$ cat config.mk
export PLATFORM = sky130hd
export DESIGN_NAME = instruction_fetch
export DESIGN_NICKNAME = d
export VERILOG_FILES = /design/src/rtl/instruction_fetch.sv
export SDC_FILE = /design/constraint.sdc
export NUM_CORES = 1
export LEC_CHECK = 0
export ABC_AREA = 1
export BUFFER_PORTS_ARGS = -buffer_cell sky130_fd_sc_hd__buf_2
export CORE_MARGIN = 4
export CORE_UTILIZATION = 45
export CTS_CLUSTER_SIZE = 30
export DETAILED_ROUTE_END_ITERATION = 16
export GPL_TIMING_DRIVEN = 0
export PLACE_DENSITY_LB_ADDON = 0.05
export SETUP_SLACK_MARGIN = 0.5
export SKIP_LAST_GASP = 1
export SYNTH_ARGS = -nofsm -noshare
export SYNTH_HDL_FRONTEND = slang
export SYNTH_SLANG_ARGS = --single-unit
$ cat constraint.sdc
create_clock -name clk -period 1.57 [get_ports clk]
set_input_delay 0.0785 -clock clk [delete_from_list [all_inputs] [get_ports clk]]
set_output_delay 0.0785 -clock clk [all_outputs]
set_load 0.1 [all_outputs]
$ cat src/rtl/instruction_fetch.sv
// Fetch stage: owns the PC, issues one word request at a time and queues {word, pc} for decode.
// Optional macro FETCH_BYPASS_EN forwards a response straight to decode when the queue is empty.
module instruction_fetch #(
  parameter logic [31:0] RESET_PC   = 32'h0000_0000,
  parameter int          FIFO_DEPTH = 2
) (
  input  logic        clk,
  input  logic        rst_n,
  output logic        imem_req_valid,
  input  logic        imem_req_ready,
  output logic [31:0] imem_req_addr,
  input  logic        imem_resp_valid,
  input  logic [31:0] imem_resp_data,
  output logic        inst_valid,
  input  logic        inst_ready,
  output logic [31:0] instruction,
  output logic [31:0] inst_pc,
  input  logic        redirect,
  input  logic [31:0] redirect_pc
);
  localparam int PTR_W = $clog2(FIFO_DEPTH);
  localparam int CNT_W = PTR_W + 1;

  typedef enum logic [1:0] {IDLE, WAIT, WAIT_DROP} state_e;

  state_e           state_q, state_d;
  logic [31:0]      fetch_pc_q, fetch_pc_d;
  logic [31:0]      req_pc_q, req_pc_d;
  logic [PTR_W-1:0] rd_ptr_q, rd_ptr_d;
  logic [PTR_W-1:0] wr_ptr_q, wr_ptr_d;
  logic [CNT_W-1:0] count_q, count_d;
  logic [31:0]      word_mem_q [FIFO_DEPTH];
  logic [31:0]      word_mem_d [FIFO_DEPTH];
  logic [31:0]      pc_mem_q   [FIFO_DEPTH];
  logic [31:0]      pc_mem_d   [FIFO_DEPTH];

  logic fifo_empty;
  logic req_fire;
  logic resp_keep;
  logic bypass;
  logic push;
  logic pop;
  logic unused_redirect_lsb;

  assign unused_redirect_lsb = ^redirect_pc[1:0];

  always_comb begin
    fifo_empty     = (count_q == '0);
    imem_req_valid = rst_n && (state_q == IDLE) && (count_q < CNT_W'(FIFO_DEPTH)) && !redirect;
    imem_req_addr  = fetch_pc_q;
    req_fire       = imem_req_valid && imem_req_ready;
    resp_keep      = (state_q == WAIT) && imem_resp_valid && !redirect;
`ifdef FETCH_BYPASS_EN
    bypass         = resp_keep && fifo_empty;
`else
    bypass         = 1'b0;
`endif
    inst_valid     = (!fifo_empty || bypass) && !redirect;
    instruction    = '0;
    inst_pc        = '0;
    if (!fifo_empty) begin
      instruction = word_mem_q[rd_ptr_q];
      inst_pc     = pc_mem_q[rd_ptr_q];
    end else if (bypass) begin
      instruction = imem_resp_data;
      inst_pc     = req_pc_q;
    end
    pop  = inst_valid && inst_ready && !fifo_empty;
    // A bypassed word that decode takes immediately never enters the queue.
    push = resp_keep && !(bypass && inst_ready);
  end

  always_comb begin
    state_d    = state_q;
    fetch_pc_d = fetch_pc_q;
    req_pc_d   = req_pc_q;
    rd_ptr_d   = rd_ptr_q;
    wr_ptr_d   = wr_ptr_q;
    count_d    = count_q;
    word_mem_d = word_mem_q;
    pc_mem_d   = pc_mem_q;

    case (state_q)
      IDLE:      if (req_fire) state_d = WAIT;
      WAIT: begin
        if (imem_resp_valid)  state_d = IDLE;
        else if (redirect)    state_d = WAIT_DROP;
      end
      WAIT_DROP: if (imem_resp_valid) state_d = IDLE;
      default:   state_d = IDLE;
    endcase

    if (req_fire) begin
      fetch_pc_d = fetch_pc_q + 32'd4;
      req_pc_d   = fetch_pc_q;
    end

    // Redirect wins over any same-cycle push, pop or request.
    if (redirect) begin
      fetch_pc_d = {redirect_pc[31:2], 2'b00};
      rd_ptr_d   = '0;
      wr_ptr_d   = '0;
      count_d    = '0;
    end else begin
      if (push) begin
        word_mem_d[wr_ptr_q] = imem_resp_data;
        pc_mem_d[wr_ptr_q]   = req_pc_q;
        wr_ptr_d             = wr_ptr_q + PTR_W'(1);
      end
      if (pop) rd_ptr_d = rd_ptr_q + PTR_W'(1);
      count_d = count_q + CNT_W'(push) - CNT_W'(pop);
    end
  end

  always_ff @(posedge clk or negedge rst_n) begin
    if (!rst_n) begin
      state_q    <= IDLE;
      fetch_pc_q <= RESET_PC;
      req_pc_q   <= '0;
      rd_ptr_q   <= '0;
      wr_ptr_q   <= '0;
      count_q    <= '0;
      for (int i = 0; i < FIFO_DEPTH; i++) begin
        word_mem_q[i] <= '0;
        pc_mem_q[i]   <= '0;
      end
    end else begin
      state_q    <= state_d;
      fetch_pc_q <= fetch_pc_d;
      req_pc_q   <= req_pc_d;
      rd_ptr_q   <= rd_ptr_d;
      wr_ptr_q   <= wr_ptr_d;
      count_q    <= count_d;
      word_mem_q <= word_mem_d;
      pc_mem_q   <= pc_mem_d;
    end
  end

endmodule

==> flow_summary.toml <==
[place]
placed_cells = 1601
numPortBuffers = 161
gp_congestion = 0.893
place_area_um2 = 11700
dp_hpwl_um = 18400

[drt]
via_count = 9673
dr.pass1.iters = 5
drt-total-wl_um = 37200
routed_via_density = 5.40
drcViolationCount = 0
postRouteAntennaNets = 0
wl_per_cell_um = 20.8
drt-initial-drc-count = 476

[worst_setup_path]
start_kind = "flip-flop"
worstPathRequired_ns = 1.49
cp.arrival_ns = 1.84
endpoint_kind = "primary output"
path_class = "flip-flop to primary output"
crit_fanout = 9

[run_status]
violations = "negative hold slack, negative setup slack"
status = "finished with violations"

[sta]
setup_viol = 199
finalHoldViolCount = 89
period_minus_slack_ns = 1.92
tns_ns = -30.91
final.setup_skew_ns = 0.00871
max_slew_margin_pct = 51.1
finalCritPeriodShare_pct = 122
drv_slew = 0
timing.final.ws_setup_ns = -0.347
fmax_mhz = 522
rsz0062_at_grt = "true"
tightest_slew_ns = 0.733
finalHoldWorstSlack_ns = -0.364

[grt]
antenna_found_initial = 0
grt_pass1_vias = 9130
grt-ovfl-total = 0
grt_max_degree = 102
grt_pass1_wl_um = 48300
track_usage_pct = 27.1

[synth]
seq_area_frac_synth_pct = 51.5
synth.distinct_cells = 31
yosysTopAreaCell = "dfrtp_1"
synth.top_cell.area_share_pct = 51.5
syn_inst = 1166
synth-seq-cells = 190
syn_area_um2 = 9230
yosys-top-cells-area = "dfrtp_1, nand2_1, inv_1, o21ai_0, a211oi_1"
synth_area_per_cell_um2 = 7.92
ys_warn_count = 0

[floorplan]
die_y_um = 151
die_w_um = 151
dieArea_um2 = 22900
start_util_pct = 45.6
core-area_um2 = 20200
rows = 52
pin_count = 168

[clocking]
clock_latency_ns = 0.43
cts.sinks = 190
path_clk_slew_ns = 0.07
htree_levels = 4
numCtsBuffers = 17
cts_tree = "done"
cts-root-buf = "clkbuf_16"
clock_path_buffers = 2
cts_hold_buf = 63

[pwr]
p_sw_share_pct = 40.6
p_switching_uw = 7850
p_per_area_nw_per_um2 = 1110
comb_power_share_pct = 38.7
p_total_uw = 19300
p_int_uw = 11500
p_leak_uw = 0.00786
ir_worst_vdd_mv = 0.727
power_frac_clock_pct = 23.4
seq_power_share_pct = 37.9

[cells_and_area]
fill_cells = 906
area_delta_synth_final_pct = 88.8
n_antenna_cell = 0
seqCellArea_um2 = 4860
drive_above_1_share_pct = 50.1
finalInstanceArea_um2 = 17400
stdcell_count = 1792
multiInputGateArea_um2 = 5590
nNetsFinal = 1582

[hold_path]
hp-class = "input pin to async pin"

[job]
cap_violations = 0
worst paths after layout:
kind | start | to | slack [ns] | depth (start not counted)
max in group asynchronous | rst_n | imem_req_addr[24]$_DFFE_PN0P_ | 0.93 | 2
min in group clk | imem_resp_valid | state_q[1]$_DFFE_PN0P_ | 0.10 | 4
worst max-delay path | rd_ptr_q$_DFFE_PN0P_ | inst_pc[18] | -0.35 | 5
worst max register to register | count_q[0]$_DFF_PN0_ | count_q[1]$_DFF_PN0_ | -0.21 | 11
worst min register to register | pc_mem_q[53]$_DFFE_PN0P_ | pc_mem_q[53]$_DFFE_PN0P_ | 0.50 | 2
worst min-delay path | rst_n | word_mem_q[29]$_DFFE_PN0P_ | -0.36 | 1
synth_stat cells (all sizes together):
master	number
inv	184
conb	1
nand2	283
xor2	6
nand4	2
nand3	64
ha	3
a22oi	1
nor2	110
buf	33
a21oi	2
o21ai	184
nor3	1
o211ai	2
a211oi	62
xnor2	2
and2	1
clkbuf	35
dfrtp	190
through the flow:
stage	util [%]	setup slack [ns]
final	86.1	-0.347
after global routing	86.1	-0.402
after CTS	75.8	-0.347
after detailed placement	58.0	-0.394
after global placement	57.9	-3.56
after floorplan	-	-0.368
registers in the layout (all words and copies together) (netlist names):
name,flops
word_mem_q,64
rd_ptr_q,1
pc_mem_q,60
imem_req_addr,30
req_pc_q,30
wr_ptr_q,1
count_q,2
state_q,2
cells by family after synthesis:
| kind of cell | after synthesis | share of synthesized area [%] |
|---|---|---|
| other | 1 | 0.0406 |
| xor gates and xnor gates | 8 | 0.759 |
| and+or+nand+nor | 461 | 20.2 |
| buffers and inverters | 252 | 11.5 |
| DFF | 190 | 51.5 |
| AOI/OAI and AO/OA | 251 | 15.6 |
| adders and majority gates | 3 | 0.407 |
layout by cell type (no fill, tap or decap), drive strengths merged, types with 4 or more instances in the layout:
cell type | netlist | layout
a211oi | 62 | 62
buf | 33 | 289
clkbuf | 35 | 57
clkinv | 0 | 4
conb | 1 | 4
dfrtp | 190 | 190
dlygate4sd3 | 0 | 63
inv | 184 | 186
nand2 | 283 | 283
nand3 | 64 | 64
nor2 | 110 | 110
o21ai | 184 | 184
xor2 | 6 | 6
critical path, cell delays in order, from the launching register on:
cell	delay (ns)
dfrtp_1	0.39
buf_8	0.15
buf_12	0.15
buf_16	0.15
a211oi_4	0.34
buf_12	0.22
routing by layer:
metal	vias to the layer above	GRT usage (%)	part of all wire, %
li1	4327	-	-
met2	402	45.6	52
met3	118	4.22	5.6
met1	4826	36.2	38
met5	-	0	0
met4	0	8.30	4.2
power groups by stage:
stage                     registers, uW  clock network (uW)  logic [uW]
after floorplan                    7500                   0        3580
after global placement             6970                   0        5060
after detailed placement           7000                   0        5160
after CTS                          6960                4570        6140
after global routing               7440                4760        7930
final                              7330                4530        7490
layout make-up:
class                      instances  area share, %
multi-input combinational        727           32.1
sequential                       190           27.9
timing repair buffer             321           24.5
buffer                            68           6.17
inverter                         184           4.05
clock buffer                      20           2.51
tap                              270           1.94
clock inverter                    12          0.926
repair_timing:
| item | CTS | global route |
|---|---|---|
| buffers inserted | 38 | 21 |
| gates resized for setup | 416 | 461 |
| hold endpoints to repair | 184 | 89 |
| gates cloned | 19 | 18 |
| pin swaps | 26 | 54 |
| setup endpoints to repair | 283 | 284 |
Power figures use the tool's default switching activity.
